`src/rtl/apb_arb_pkg.sv`:
```
// Shared types and default widths for the two-requester APB arbiter.
package apb_arb_pkg;

  localparam int ADDR_WIDTH_DEF     = 32;
  localparam int DATA_WIDTH_DEF     = 32;
  localparam int TIMEOUT_CYCLES_DEF = 16;

  // Arbiter / bridge handshake FSM.
  typedef enum logic [1:0] {
    IDLE   = 2'd0,
    SETUP  = 2'd1,
    ACCESS = 2'd2,
    RESP   = 2'd3
  } arb_state_t;

  // Transfer size carried on reqN_dsel / m_dsel.
  typedef enum logic [1:0] {
    FULLWORD = 2'd0,
    HALFWORD = 2'd1,
    BYTE     = 2'd2
  } dsel_type;

endpackage

```
`src/rtl/apb_arb_rr.sv`:
```
// Two-way round-robin picker: combinational winner selection from the valids
// and the remembered last grant; last_grant updates only when a grant is taken.
module apb_arb_rr
  import apb_arb_pkg::*;
(
  input  logic       clk,
  input  logic       rst,
  input  logic [1:0] valid,
  input  logic       grant_en,
  output logic       grant_idx,
  output logic       grant_any
);

  logic last_grant;

  // On a tie the requester that did not win last time gets the bus.
  always_comb begin
    grant_any = |valid;
    grant_idx = 1'b0;
    if (valid == 2'b11) begin
      grant_idx = ~last_grant;
    end else if (valid[1]) begin
      grant_idx = 1'b1;
    end
  end

  // Reset to 1 so requester 0 wins the first tie after reset.
  always_ff @(posedge clk or posedge rst) begin
    if (rst) begin
      last_grant <= 1'b1;
    end else if (grant_en) begin
      last_grant <= grant_idx;
    end
  end

endmodule

```
`src/rtl/apb_arbiter.sv`:
```
// Two-requester front end for an APB bridge: arbitrates, issues one
// SETUP/ACCESS transfer at a time and returns the response to the winner.
// Optional feature: define APB_ARB_TIMEOUT_EN to force an error response after
// TIMEOUT_CYCLES ACCESS cycles without m_ready; otherwise ACCESS waits forever.
module apb_arbiter
  import apb_arb_pkg::*;
#(
  parameter int ADDR_WIDTH     = ADDR_WIDTH_DEF,
  parameter int DATA_WIDTH     = DATA_WIDTH_DEF,
  parameter int TIMEOUT_CYCLES = TIMEOUT_CYCLES_DEF
) (
  input  logic                  clk,
  input  logic                  rst,

  input  logic                  req0_valid,
  input  logic                  req0_wr,
  input  logic [1:0]            req0_dsel,
  input  logic [ADDR_WIDTH-1:0] req0_addr,
  input  logic [DATA_WIDTH-1:0] req0_wdata,
  output logic                  req0_ack,
  output logic                  req0_done,
  output logic [DATA_WIDTH-1:0] req0_rdata,
  output logic                  req0_err,

  input  logic                  req1_valid,
  input  logic                  req1_wr,
  input  logic [1:0]            req1_dsel,
  input  logic [ADDR_WIDTH-1:0] req1_addr,
  input  logic [DATA_WIDTH-1:0] req1_wdata,
  output logic                  req1_ack,
  output logic                  req1_done,
  output logic [DATA_WIDTH-1:0] req1_rdata,
  output logic                  req1_err,

  output logic                  m_trnsfr,
  output logic                  m_wr,
  output logic [1:0]            m_dsel,
  output logic [ADDR_WIDTH-1:0] m_address,
  output logic [DATA_WIDTH-1:0] m_data_in,
  input  logic [DATA_WIDTH-1:0] m_data_out,
  input  logic                  m_ready,
  input  logic                  m_slverr
);

  arb_state_t            state;
  arb_state_t            next_state;

  logic                  grant_idx;
  logic                  grant_any;
  logic                  grant_en;
  logic                  grant_q;

  logic                  wr_q;
  logic [1:0]            dsel_q;
  logic [ADDR_WIDTH-1:0] addr_q;
  logic [DATA_WIDTH-1:0] wdata_q;

  logic                  rsp_en;
  logic [DATA_WIDTH-1:0] rsp_rdata;
  logic                  rsp_err;

  logic [DATA_WIDTH-1:0] rdata0_q;
  logic [DATA_WIDTH-1:0] rdata1_q;
  logic                  err0_q;
  logic                  err1_q;

  apb_arb_rr u_rr (
    .clk       (clk),
    .rst       (rst),
    .valid     ({req1_valid, req0_valid}),
    .grant_en  (grant_en),
    .grant_idx (grant_idx),
    .grant_any (grant_any)
  );

`ifdef APB_ARB_TIMEOUT_EN
  localparam int TO_W = (TIMEOUT_CYCLES > 1) ? $clog2(TIMEOUT_CYCLES) : 1;
  localparam logic [TO_W-1:0] TO_LAST = TO_W'(TIMEOUT_CYCLES - 1);

  logic [TO_W-1:0] to_cnt;
  logic            timeout_hit;
  logic            rsp_timeout;

  assign timeout_hit = (to_cnt == TO_LAST);

  // Count ACCESS cycles without m_ready; cleared while in SETUP so every
  // ACCESS phase starts from zero.
  always_ff @(posedge clk or posedge rst) begin
    if (rst) begin
      to_cnt <= '0;
    end else if (state == SETUP) begin
      to_cnt <= '0;
    end else if ((state == ACCESS) && !m_ready && !timeout_hit) begin
      to_cnt <= to_cnt + 1'b1;
    end
  end
`endif

  // State register.
  always_ff @(posedge clk or posedge rst) begin
    if (rst) begin
      state <= IDLE;
    end else begin
      state <= next_state;
    end
  end

  // Next-state logic plus the grant and response strobes it implies.
  always_comb begin
    next_state = state;
    grant_en   = 1'b0;
    rsp_en     = 1'b0;
`ifdef APB_ARB_TIMEOUT_EN
    rsp_timeout = 1'b0;
`endif
    case (state)
      IDLE: begin
        if (grant_any) begin
          grant_en   = 1'b1;
          next_state = SETUP;
        end
      end
      SETUP: begin
        next_state = ACCESS;
      end
      ACCESS: begin
        if (m_ready) begin
          rsp_en     = 1'b1;
          next_state = RESP;
        end
`ifdef APB_ARB_TIMEOUT_EN
        else if (timeout_hit) begin
          rsp_en      = 1'b1;
          rsp_timeout = 1'b1;
          next_state  = RESP;
        end
`endif
      end
      RESP: begin
        next_state = IDLE;
      end
      default: begin
        next_state = IDLE;
      end
    endcase
  end

  // Latch the winner's fields at grant; they drive the bridge for the whole
  // transfer so requesters may change theirs right after ack.
  always_ff @(posedge clk or posedge rst) begin
    if (rst) begin
      grant_q <= 1'b0;
      wr_q    <= 1'b0;
      dsel_q  <= 2'b00;
      addr_q  <= '0;
      wdata_q <= '0;
    end else if (grant_en) begin
      grant_q <= grant_idx;
      wr_q    <= grant_idx ? req1_wr    : req0_wr;
      dsel_q  <= grant_idx ? req1_dsel  : req0_dsel;
      addr_q  <= grant_idx ? req1_addr  : req0_addr;
      wdata_q <= grant_idx ? req1_wdata : req0_wdata;
    end
  end

  // Response value: writes return zero data; a timeout reports error, no data.
  always_comb begin
    rsp_rdata = wr_q ? '0 : m_data_out;
    rsp_err   = m_slverr;
`ifdef APB_ARB_TIMEOUT_EN
    if (rsp_timeout) begin
      rsp_rdata = '0;
      rsp_err   = 1'b1;
    end
`endif
  end

  // Store the response for the granted requester; held until its next done.
  always_ff @(posedge clk or posedge rst) begin
    if (rst) begin
      rdata0_q <= '0;
      rdata1_q <= '0;
      err0_q   <= 1'b0;
      err1_q   <= 1'b0;
    end else if (rsp_en) begin
      if (grant_q) begin
        rdata1_q <= rsp_rdata;
        err1_q   <= rsp_err;
      end else begin
        rdata0_q <= rsp_rdata;
        err0_q   <= rsp_err;
      end
    end
  end

  // Handshake outputs decode straight from state so reset clears them at once.
  assign m_trnsfr  = (state == SETUP) || (state == ACCESS);
  assign m_wr      = wr_q;
  assign m_dsel    = dsel_q;
  assign m_address = addr_q;
  assign m_data_in = wdata_q;

  assign req0_ack   = (state == SETUP) && !grant_q;
  assign req1_ack   = (state == SETUP) &&  grant_q;
  assign req0_done  = (state == RESP)  && !grant_q;
  assign req1_done  = (state == RESP)  &&  grant_q;
  assign req0_rdata = rdata0_q;
  assign req1_rdata = rdata1_q;
  assign req0_err   = err0_q;
  assign req1_err   = err1_q;

endmodule

```
`config.mk`:
```
export PLATFORM = sky130hd
export DESIGN_NAME = apb_arbiter
export DESIGN_NICKNAME = d
export VERILOG_FILES = /design/src/rtl/apb_arb_pkg.sv /design/src/rtl/apb_arb_rr.sv /design/src/rtl/apb_arbiter.sv
export SDC_FILE = /design/constraint.sdc
export NUM_CORES = 1
export LEC_CHECK = 0
export BUFFER_PORTS_ARGS = -buffer_cell sky130_fd_sc_hd__buf_4
export CORE_AREA = 4 4 118 120
export CTS_BUF_LIST = sky130_fd_sc_hd__clkbuf_2
export CTS_CLUSTER_DIAMETER = 60
export DETAILED_ROUTE_END_ITERATION = 10
export DIE_AREA = 0 0 122 124
export MAX_ROUTING_LAYER = met4
export PLACE_DENSITY = 0.78
export SYNTH_ARGS = -nofsm -noshare
export SYNTH_HDL_FRONTEND = slang
export SYNTH_SLANG_ARGS = --single-unit
```
`constraint.sdc`:
```
create_clock -name clk -period 6.5 [get_ports clk]
set_clock_uncertainty 0.1 [all_clocks]
set_input_delay 1.3 -clock clk [delete_from_list [all_inputs] [get_ports clk]]
set_output_delay 1.3 -clock clk [all_outputs]
set_load 0.02 [all_outputs]
```
### After elaboration in Yosys (flattened, before gate mapping)

Index checks and enable logic that the tools add are counted.
Widths: inputs -> output; s select.

* add/subtract/negate cells: 0
* multipliers: 0
* divide/modulo/power cells: 0
* magnitude comparators: 0
* equal/unequal tests: 6
* shift-type cells: 0
* muxes and demuxes: 14
* bitwise logic cells: 2
* reduce and logical (&&, ||, !) cells: 11

Operator list (number)
* $mux 32: 3
* $pmux 2 s4: 1
* $mux 1: 7
* $eq 2x2->1 const B: 3
* $mux 2: 3
* $reduce_and 2->1: 3
* $logic_and 1x1->1: 4
* $ne 2x2->1 const B: 2
* $eq 2x1->1 const B: 1
* $logic_not 2->1: 1
* $not 1->1: 2
* $reduce_or 2->1: 1
* $logic_not 1->1: 1
* $logic_or 1x1->1: 1

* bits in registers: 137
* latch bits: 0
* RAM bits: 0
* memory bits (read-only): 0
* input port bits: 172
* output and inout port bits: 138
* logic and storage cells: 44
* memories: 0

### Depth between registers and ports, before layout

Gate-level depths: netlist of the first run.

* depth after elaboration: 3
* depth in mapped cells: 8
* mapped depth without buffers: 5

### Cells and area by module

Synthesis of the first run repeated with hierarchy kept, for this count alone.

* cell total of the unflattened synthesis: 565
* area, all modules: 6145.9 um^2

Modules (own cells, without submodules)
* apb_arbiter: instances 1, cells an instance 560, area each 6083.3 um^2, sequential area each 3403.3 um^2
* apb_arb_rr: instances 1, cells an instance 5, area each 62.6 um^2, sequential area each 26.3 um^2

### Worst setup path after synthesis of the first run

Ideal clock, no wire load.

* path kind: input -> register
* start: in req0_valid
* end: reg wdata_q[10] (netlist: m_data_in[10])
* library setup time: 0.077 ns
* data arrival time: 2.165 ns
* required time: 6.323 ns
* path slack: 4.158 ns
* stages: 6
* buffers on the path: 3
* cells stage by stage: buf_2 > o21ai_2 > buf_2 > buf_2 > a21oi_1 > a21oi_1

* longest elaborated chain between the ends: 3
* elaborated cells between the ends (all ways): 6
* those cells by class: eq/ne: 1; mux: 4; reduce/logical: 1

RTL lines
* start, declared: RTL line apb_arbiter.sv:15 `input logic req0_valid,`
* $eq 2x2->1 or $reduce_or 2->1 (tied branches): RTL line apb_arb_rr.sv:20, apb_arb_rr.sv:18
* $mux 1 (on tied branches): RTL line apb_arb_rr.sv:20, apb_arbiter.sv:118
* $mux 32 or $mux 1 (tied branches): RTL line apb_arbiter.sv:162, apb_arbiter.sv:116
* end signal, assigned: RTL line apb_arbiter.sv:162 `wdata_q <= grant_idx ? req1_wdata : req0_wdata;`
* end, declared: RTL line apb_arbiter.sv:56 `logic [DATA_WIDTH-1:0] wdata_q;`

Parallel ways exist; a longest one is shown, timed or not.
A chain may end at the register's enable or synchronous reset.

### Final worst setup path of the first run

* start: reg wr_q (netlist: m_wr)
* end: out m_wr

RTL lines
* start, declared: RTL line apb_arbiter.sv:53 `logic wr_q;`
* start signal, assigned: RTL line apb_arbiter.sv:159 `wr_q <= grant_idx ? req1_wr : req0_wr;`
* end, declared: RTL line apb_arbiter.sv:36 `output logic m_wr,`

No word-level cell between the ends.

==> reports/results.txt, run 1 <==
The portion of synthesized area spent on multiplexers is 0.5830%. Setup violations remaining at the end of the flow were counted as 0. The layout filler cell count is 1110.

The total buffers and inverters traversed by the critical path is 1. Across every metal layer, demand over resource in global routing totals 24.04%. Port buffering added 309 buffers. Buffers inserted to repair hold after CTS numbered 0. After synthesis, the largest family of logic cells by area is compound AO/OA/AOI/OAI gates.

The logs give 639 for the cell count after synthesis and 0 for the total count of max-transition violations in the final report. The part of the cycle the worst path needs came out at 51.81%. STA classifies the critical path startpoint as a flop.

The switching fraction of total power was 43.06%. The worst hold path belongs to the class flop to flop. The first TritonRoute pass finished after 5 iterations.

The internal power component was 2.328 mW; the minimum clock period after layout was 3.368 ns. Dividing the detail-routed via count by the number of cells gives 5.014. The first global-routing pass estimated 27100 um of wire.

The number of endpoints with negative hold slack in the final report is 0. Summing all multi-input logic gate instances after layout gives 2158 um2. The xor/xnor share of the synthesized area is 0%, and the footprint of the flip-flops and latches is 3430 um2. Summed over all nets, the switching power comes to 1.760 mW. The endpoint of the worst-slack reg-to-reg timing path was m_data_in[18].

The H-tree was split into 4 levels. In this run, the clock network consumes 13.7% of the power. The final RePlAce weighted congestion is 0.8119.

Sorting the synthesized cells by area gives the leading types as dfrtp_1, a21oi_1, nand2_1, o21ai_0, nor2_1. The tool flagged a number of max-cap violations equal to 0. For the worst flop-to-flop path, the logic depth is 6. The initial utilization of the core area, before any placement, comes to 44.64%.

The internal reg-to-reg setup slack is 4.18 ns, and the slew at the pin closest to its max-slew limit is 0.9487 ns. For the net count of the mapped netlist, the log shows 815. The power density of the placed cells was 482.7 nW/um2; the aggregate global routing overflow was 0. Row generation in the floorplan step produced 42 rows. The analysis attributes to cell leakage a power of 4.257 nW. Summed over all instances, the cell type with the most area after synthesis is dfrtp_1. The clock latency of the later-clocked register in the worst-skew pair came out at 0.68 ns. The logs give 1.97 ns for the data arrival time of the critical path and 13190 um for the placed wire-length estimate.

The share of final-layout standard cells stronger than drive strength 1 is 37.77%. TritonCTS built the clock tree. The adder-cell share of the synthesized area was 0.8637%; the critical path required time was 5.10 ns. For this run, the post-layout net count is 1103. The final antenna-violating net count came out at 0. Setup repair after global routing left no endpoint under its margin.

The flow ran to the end, and the final reports show no timing, DRC or antenna violations. For the number of global-route vias before repair, the log shows 5380. The final worst hold slack came out at 0.4076 ns. The worst hold path terminates at req1_rdata[28]. The boundary pin count is 310. The vertical die dimension is 124 um. In the routed design, unresolved DRC markers number 0.

The classification of the worst setup path was flop to primary output. For this design, the sink count on the clock tree is 137. The routed layout has 5601 vias.

The maximum number of pins on one net before global-route repair was 78; the synthesized flop and latch total was 137. The worst register-to-register path begins at state[0]. The portion of total power attributed to combinational logic was 50.2%.

The floorplan step set the die width to 122 um. The area share of and/or/nand/nor cells after synthesis was 17.10%. The clock-pin transition on the worst setup and hold timing paths was 0.19 ns.

Of the total power, registers draw 36.1%. TritonCTS created 17 clock buffers. STA classifies the critical path endpoint as a primary output. In this run the tightest slew margin relative to its limit is 36.75%. The count of different cell masters after synthesis is 25. Summed over its instances, the top area cell type makes up 58.73% of the synthesized netlist area. After clock tree synthesis, the repair step resized 0 gates.

Summing every instance area after synthesis gives 5794 um2. The aggregate negative setup slack is 0 ns. The clock passes through at most 2 buffers. The post-synthesis to final-layout area growth was 46.17%; the largest vdd supply drop was 0.2550 mV. Dividing the detail-routed wire length by the instance count gives 16.41 um. The worst hold path begins at req1_rdata[28]. Number of warning messages in the yosys log: 0. The synthesized netlist devotes 18.33% of its cell area to compound gates. The most common cell after layout, fill and taps aside was buf_4.

For this run, the slowest stage of the critical path takes 0.99 ns. Kind of cell with the highest combined delay on the critical path: flip-flops. In the layout the commonest cells are buf_4, a21oi_1, dfrtp_1. The critical path goes through buf_4.

The full die area is 15130 um2. The detailed-route wire length came out at 18330 um. The cell at the root of the clock tree is clkbuf_2. The worst hold path passes through 2 cells. The master of the slowest instance on the critical path was dfrtp_1.

In this run the worst path has a maximum fanout of 34. After synthesis, flip-flops and latches occupy 59.19% of the total area. The initial DRC count was 376. The region available for standard cell placement spans 12980 um2.

Buffers added to address setup during post-CTS repair amount to 0. The synthesized area per cell works out to 9.068 um2. For the initial antenna violation count, the log shows 0. Highest attainable clock frequency: 0.2969 GHz.
-- synth_stat cells --
cell      count
a21bo_2       1
a21boi_2      1
a21oi_1     136
a22o_1        1
a31oi_1       1
and2_1        2
buf_2        23
buf_4         3
clkbuf_1     21
dfrtp_1     136
dfstp_2       1
ha_1          4
inv_1         3
mux2_2        3
nand2_1     131
nand2b_1     32
nand3_1       1
nand3b_1      1
nor2_1       68
nor2b_1       3
o21a_1        1
o21ai_0      63
o21ai_1       1
o21ai_2       1
o22a_1        1
-- routing by layer --
layer / GRT usage (%) / vias to the layer above / wire length [um]
met4: 9.314 / 0 / 629
met1: 29.25 / 2595 / 7240
met2: 37.74 / 270 / 8744
met3: 7.584 / 50 / 1713
li1: - / 2686 / -
met5: - / - / 0
-- sequential cells by signal, indices dropped and copies added (netlist names) --
| signal | count |
|---|---|
| grant_q | 1 |
| state | 2 |
| req1_rdata | 32 |
| req0_err | 1 |
| u_rr.last_grant | 1 |
| req1_err | 1 |
| m_wr | 1 |
| m_data_in | 32 |
| req0_rdata | 32 |
| m_dsel | 2 |
| m_address | 32 |
-- power by group through the flow --
stage          clock, mW  sequential [mW]  combinational, mW
6_report           0.559             1.47               2.05
5_1_grt            0.616             1.53               2.23
4_1_cts            0.579             1.48               2.07
3_5_place_dp           0             1.49               2.08
3_3_place_gp           0             1.48               2.03
2_1_floorplan          0             1.89              0.746
-- through the flow --
step                utilization, %  power (mW)  setup slack (ns)  cells  area [um2]
CTS                          65.23       4.129             2.984   1116        8467
detailed placement           63.15       3.564             3.554   1084        8197
global placement             63.15       3.513             3.533   1084        8197
floorplan                        -       2.640             1.434    639        5794
finish                       65.25       4.089             3.132   1117        8469
global route                 65.23       4.373             2.935   1116        8467
-- worst register-to-register path, delay by kind of cell (launching register included) --
kind	cells	cell delay, ns
buf+inv	2	0.64
simple gates	1	0.15
fa+ha+maj	1	0.34
flops	1	0.46
compound gates	2	0.57
-- cells by family after synthesis --
group / after synthesis
adder cells (fa/ha/maj): 4
AO/OA/AOI/OAI: 207
multiplexers: 3
AND/OR/NAND/NOR: 238
buffers and inverters: 50
flip-flops: 137
-- worst max-delay path by stage --
stage / startpoint / end / slack (ns) / cells after the start
floorplan: rst / grant_q / 1.43 / 1
global placement: rst / req1_rdata[8] / 3.53 / 3
detailed placement: rst / req0_rdata[2] / 3.55 / 3
CTS: m_wr / m_wr / 2.98 / 1
global route: m_wr / m_wr / 2.93 / 1
finish: m_wr / m_wr / 3.13 / 1
-- area by class of cell --
class | instances | area share [%]
Timing Repair Buffer | 316 | 28.01
Clock inverter | 14 | 2.127
Sequential cell | 137 | 40.49
Antenna cell | 1 | 0.02955
Clock buffer | 18 | 1.064
Inverter | 3 | 0.1921
Tap cell | 176 | 2.600
Multi-Input combinational cell | 452 | 25.48
Note: power is estimated with default switching activity, not from simulation.
==> run 2: changes to the inputs <==
- CORE_AREA: 4 4 118 120 -> 4 4 123 125
- DIE_AREA: 0 0 122 124 -> 0 0 127 129
- PLACE_DENSITY: 0.78 -> 0.75
- clock period: 6.5 -> 2.9 ns (I/O delays scaled with it)
==> run 2 against run 1 <==
  * Die area increased by 8.3%
  * Global-route usage rose by 4.6 points
  * Cell area rose by 20%
  * Largest power group unchanged
  * Wire length up 25%
  * Highest routed layer unchanged
  * Total power rose to 2.6 times the previous value
  * Critical endpoint is now m_data_in[22]
  * Worst hold slack got worse by 0.32 ns
==> reports/results.txt, run 2 (synthesis gave the netlist of run 1 again) <==
The total vias in the final route was 6675 (+19%). The number of global-route vias before repair is 6989 (+30%), and the boundary pin count is 310 (unchanged). For the critical path required time, the log shows 3.47 ns (-1.63 ns). The power density of the placed cells was 1028 nW/um2 (+110%). The number of detailed-routing iterations run before antenna repair came out at 5 (unchanged). The total of buffers placed on input and output ports came out at 309 (unchanged). The tools report the nature of the critical path endpoint as a flop. The clock-pin transition on the worst setup and hold timing paths was 0.23 ns (+0.04 ns); the part of the cycle the worst path needs was 87.32%.

TritonCTS built the clock tree. The logs give 137 (unchanged) for the clock sink total and 0 (unchanged) for the DRC violation count after routing. The final antenna-violating net count is 0 (unchanged). The run gives 28.60% (+4.6 points) as the global routing usage summed across all routing layers.

Placed wire-length estimate: 13490 um (+2.3%). The slew at the pin closest to its max-slew limit works out to 0.5579 ns (-0.3908 ns). The utilization after layout was 73.52% (+8.3 points); the number of cells on the worst hold path was 3 (+1). The vertical die dimension came out at 129 um (+4.0%).

The tools report the number of max-capacitance violations reported as 0 (unchanged). The run gives 35360 um (+30%) as the first-pass GRT wire length. For the final worst-path setup slack, the log shows 0.3678 ns (-2.764 ns). The detailed-route wire length was 22900 um (+25%).

The path category of the worst min-delay check was input port to flop. The run finished with clean final reports. The logs give 0 ns (unchanged) for the aggregate negative setup slack and 62.80% (+26 points) for the headroom to the max-slew limit.

The worst-path maximum fanout works out to 40 (+18%). The final setup violation count is 0 (unchanged), and the maximum clock insertion buffer count is 2 (unchanged). The routed design could run at a clock period as short as 2.532 ns. Wire length per cell: 17.79 um (+8.4%).

Area of the core: 13880 um2 (+6.9%). The library cell used most frequently in the layout, excluding fill and tap cells, is buf_4. The root buffer cell chosen for the clock tree is clkbuf_2. The classification of the worst setup path is flop to flop.

The run gives 0.5753 mV (+130%) as the largest vdd supply drop. The run gives 0.9801 ns (-2.574 ns) as the placement-stage worst setup slack. The full die area is 16380 um2 (+8.3%), and the via-per-instance ratio is 5.186 (+3.4%). The logs give 0 (unchanged) for the total count of max-transition violations in the final report and 0.68 ns (about the same) for the clock latency of the later-clocked register in the worst-skew pair. For the final RePlAce weighted congestion, the log shows 0.8094 (-0.31%). Data arrival time of the critical path: 3.10 ns (+1.13 ns). The initial DRC count was 457 (+22%); the share of final-layout standard cells stronger than drive strength 1 was 32.55% (-5.2 points). The aggregate global routing overflow was 0 (unchanged); the number of endpoints with negative hold slack in the final report was 0 (unchanged).

Post-layout net count: 1269 (+15%). The logs give 1 (+1) for the initial antenna violation count and 944 (-15%) for the layout filler cell count. From synthesis to final layout, the design area changed by 76.12%. The quantity of gates resized following cts was 0 (unchanged); the logic depth of the worst register-to-register path was 7 (+1). For the leakage power total, the log shows 4.950 nW (+16%). For the total number of H-tree levels, the log shows 4 (unchanged). The number of core rows was 43 (+2.4%). The run gives 0.3949 GHz as the highest attainable clock frequency. STA classifies the critical path startpoint as a flop. Setup repair after global routing left no endpoint under its margin. In the layout the commonest cells are buf_4, dlygate4sd3_1, a21oi_1, dfrtp_1, nand2_1. Maximum number of pins on one net before global-route repair: 77 (-1.3%). Die width: 127 um (+4.1%). The tools report the initial core utilization as 41.74% (-2.9 points). The total clock buffers created by CTS is 17 (unchanged).
[run 2: cell types whose count changed in the layout (fill, tap and decap cells not counted)]
cell           previous run  this run
buf_4                   316       314
buf_12                    0         5
dlygate4sd3_1             0       163
clkinv_1                  3         1
inv_6                     1         4
clkinv_2                  2         1
[run 2: path summary, 6_finish.rpt]
path                                start             end  slack [ns]
min in group asynchronous             rst    m_data_in[9]        0.44
min reg2reg                req0_rdata[17]  req0_rdata[17]        0.41
max                              state[0]   m_data_in[22]        0.37
max reg2reg                      state[0]   m_data_in[22]        0.37
min                         req1_addr[15]   m_address[15]        0.08
max in group asynchronous             rst  req0_rdata[12]        1.89
[run 2: metrics by stage]
stage	power, mW	cell area (um2)	hold slack [ns]	cells
floorplan	5.918	5798	0.4176	639
global placement	7.941	8285	0.3628	1091
detailed placement	8.040	8285	0.3710	1091
CTS	10.30	10200	0.001145	1286
global route	11.12	10200	0.01174	1287
finish	10.49	10200	0.08463	1287
[run 2: what timing repair did]
action | in CTS | in global routing
buffers inserted | 0 | 0
hold endpoints to repair | 264 | 0
hold buffers | 163 | 0
[run 2: area by class of cell]
type	count	area, um2	share of cell area (%)
antenna	1	2.502	0.02452
clock buffer	18	90.09	0.8828
clock inverter	14	195.2	1.913
inverter	3	15.01	0.1471
multi-input combinational	452	2158	21.15
sequential	137	3430	33.61
tap	180	225.2	2.207
timing repair buffer	482	4089	40.07
[run 2: power by group]
| part | internal [mW] | leakage [nW] | switching (mW) |
|---|---|---|---|
| Sequential | 2.76 | 1.66 | 0.549 |
| Combinational | 2.77 | 3.13 | 3.09 |
| Clock | 0.577 | 0.159 | 0.753 |
[run 2: critical path, cell delays in order (launching register included)]
cell and delay (ns):
dfrtp_1 0.46, inv_1 0.09, ha_1 0.34, o21a_2 0.20, buf_4 0.39, nor2_1 0.12, a21oi_1 0.18, dlygate4sd3_1 0.60
[run 2: routing by layer]
metal / part of all wire, % / GRT usage (%) / vias up
met4: 6.2 / 17.79 / 0
met5: 0 / - / -
met3: 8.2 / 6.974 / 108
li1: - / - / 3014
met2: 49 / 46.23 / 399
met1: 37 / 31.99 / 3154
==> run 3: changes to the inputs <==
- CORE_AREA: 4 4 123 125 -> 4 4 137 113
- DIE_AREA: 0 0 127 129 -> 0 0 141 117
- PLACE_DENSITY: 0.75 -> 0.83
==> run 3 against run 2 <==
  * Cell area down 1.8%
  * Highest routed layer unchanged
  * Worst hold slack better by 0.0043 ns
  * First-iteration DRC count down 5.3%
  * Critical endpoint is now m_data_in[27]
  * Sequential power up 2%
  * Count of clock-buffer cells in the layout up 1
  * Die area up 0.70%
==> reports/results.txt, run 3 (synthesis gave the netlist of run 1 again) <==
The flow ran to the end, and the final reports show no timing, DRC or antenna violations. Worst-path maximum fanout: 57 (+43%). Cell at the root of the clock tree: clkbuf_2. The clock latency of the later-clocked register in the worst-skew pair came out at 0.68 ns (about the same). The worst register-to-register path begins at state[1]. Setup repair after global routing left no endpoint under its margin.

Leaving out fill and tap cells, the most frequent cell in the layout is buf_4. The data arrival time of the critical path was 3.14 ns (+0.04 ns); the highest attainable clock frequency was 0.3849 GHz (-2.5%). The vertical die dimension works out to 117 um (-9.3%). The run gives 3.44 ns (-0.03 ns) as the critical path required time.

The tools report the layout filler cell count as 922 (-2.3%). The nature of the critical path endpoint was a flop. Tracing the worst setup path back leads to its startpoint at state[1].

TritonCTS built the clock tree. The tools report the DRC violation count after routing as 0 (unchanged). The slew at the pin closest to its max-slew limit was 0.7100 ns (+0.1521 ns). Kind of cell with the highest combined delay on the critical path: buffers and inverters.

The tools report the quantity of gates resized following cts as 0 (unchanged). The logs give 117 (-28%) for the count of hold buffers inserted by post-cts repair and 0 (unchanged) for the number of max-capacitance violations reported. For the number of global-route vias before repair, the log shows 6743 (-3.5%). The number of endpoints with negative hold slack in the final report is 0 (unchanged), and the clock-pin transition on the worst setup and hold timing paths is 0.21 ns (-0.02 ns). In the layout the commonest cells are buf_4, dlygate4sd3_1, a21oi_1, dfrtp_1, nand2_1.

The first-pass GRT wire length was 35270 um (-0.25%). The die width came out at 141 um (+11%). Final RePlAce weighted congestion: 0.8656 (+6.9%). The clock sink total came out at 137 (unchanged). Initial DRC count: 433 (-5.3%). The path category of the worst min-delay check was input port to flop.

The total buffers and inverters traversed by the critical path came out at 3 (unchanged). Number of post-CTS setup repair buffers: 0 (unchanged). STA classifies the critical path startpoint as a flop. The master of the slowest instance on the critical path was dlygate4sd3_1. The post-layout net count was 1258 (-0.87%); the largest vdd supply drop was 0.6456 mV (+12%). The critical path is of the flop to flop type. Share of final-layout standard cells stronger than drive strength 1: 33.00% (+0.45 points). The tools report the total count of max-transition violations in the final report as 0 (unchanged). Total of buffers placed on input and output ports: 309 (unchanged). The startpoint of the worst hold path was req1_wdata[25]. The number of core rows is 39 (-9.3%), and the leakage power total is 4.895 nW (-1.1%). For the headroom to the max-slew limit, the log shows 52.56% (-10 points). The signal on the critical path passes through inv_1, ha_1, o21a_2, buf_12, nor2_1, a21oi_1, dlygate4sd3_1. The logs give 0 ns (unchanged) for the aggregate negative setup slack and 6733 (+0.87%) for the total vias in the final route. The part of the cycle the worst path needs was 89.58% (+2.3 points). The post-route standard cell area excluding fillers was 10020 um2 (-1.8%). The tools report the detailed-route wire length as 24070 um (+5.1%). The run gives 4 (unchanged) as the total number of H-tree levels. The tools report the number of detailed-routing iterations run before antenna repair as 6 (+1). The wire length per cell was 18.82 um (+5.8%); the total clock buffers created by CTS was 17 (unchanged). The initial antenna violation count is 0 (-1), and the full die area is 16500 um2 (+0.70%). The maximum number of pins on one net before global-route repair is 66 (-14%), and the boundary pin count is 310 (unchanged).

The maximum clock insertion buffer count is 2 (unchanged). The placed wire-length estimate was 14260 um (+5.7%). The via-per-instance ratio came out at 5.264 (+1.5%). For the area of the core, the log shows 14050 um2 (+1.2%). The final antenna-violating net count is 0 (unchanged), and the biggest cell delay along the critical path is 0.62 ns (+0.02 ns).

The final setup violation count was 0 (unchanged); the global routing usage summed across all routing layers was 28.27% (-0.33 points). The initial core utilization was 41.23% (-0.51 points). The aggregate global routing overflow was 0 (unchanged); the post-synthesis to final-layout area growth was 72.99%. The power density of the placed cells was 973.5 nW/um2 (-5.3%); the area after detailed placement was 8310 um2 (+0.30%).

The minimum clock period after layout came out at 2.598 ns (+0.06561 ns).
## run 3: cell count changes in the layout (fill, tap and decap cells not counted), sizes merged
cell	previous run	this run
inv	6	3
bufinv	4	1
buf	319	320
dlygate4sd3	163	151
clkbuf	18	19
clkinv	3	7
## run 3: worst paths after layout
kind | end | slack, ns | depth (start not counted)
setup reg to reg | m_data_in[27] | 0.30 | 7
setup / recovery | m_data_in[27] | 0.30 | 7
hold reg to reg | req1_rdata[0] | 0.41 | 2
hold / removal | m_data_in[25] | 0.09 | 3
max in group asynchronous | u_rr.last_grant | 1.53 | 4
min in group asynchronous | req0_rdata[2] | 0.41 | 3
## run 3: metrics by stage
step / cells / setup slack (ns) / hold WS [ns] / util (%) / power [mW]
floorplan: 639 / 0.5137 / 0.4176 / - / 5.918
CTS: 1244 / 0.3481 / 0.001242 / 68.88 / 9.529
detailed placement: 1096 / 0.8858 / 0.3712 / 59.13 / 8.119
global route: 1278 / 0.1553 / 0.003518 / 71.31 / 10.35
global placement: 1096 / 0.9461 / 0.3628 / 59.13 / 7.985
finish: 1279 / 0.3022 / 0.08894 / 71.32 / 9.758
## run 3: routing by layer
metal | wire length, um | up-vias | GRT usage, %
met2 | 11920 | 460 | 47.19
met3 | 2385 | 89 | 8.773
met1 | 8599 | 3187 | 31.15
met4 | 1164 | 0 | 13.88
li1 | - | 2997 | -
met5 | 0 | - | -
## run 3: worst reg2reg max path: cells and delay by family, from the launching register on
kind,cells,cell delay (ns)
compound gates,2,0.52
fa+ha+maj,1,0.35
buf+inv,3,1.02
flops,1,0.46
simple gates,1,0.11
## run 3: power breakdown
| group | internal, mW | total, mW | switching [mW] |
|---|---|---|---|
| sequential | 2.76 | 3.36 | 0.597 |
| combinational | 2.33 | 5.37 | 3.04 |
| clock | 0.307 | 1.03 | 0.723 |
| total | 5.40 | 9.76 | 4.36 |
## run 3: final cells by class
| cell class | count | area, um2 | area share (%) |
|---|---|---|---|
| tap | 184 | 230.2 | 2.297 |
| clock buffer | 19 | 95.09 | 0.9487 |
| multi-input combinational | 452 | 2158 | 21.53 |
| clock inverter | 12 | 103.9 | 1.036 |
| inverter | 3 | 15.01 | 0.1498 |
| timing repair buffer | 471 | 3989 | 39.80 |
| antenna | 1 | 2.502 | 0.02497 |
| sequential | 137 | 3430 | 34.22 |
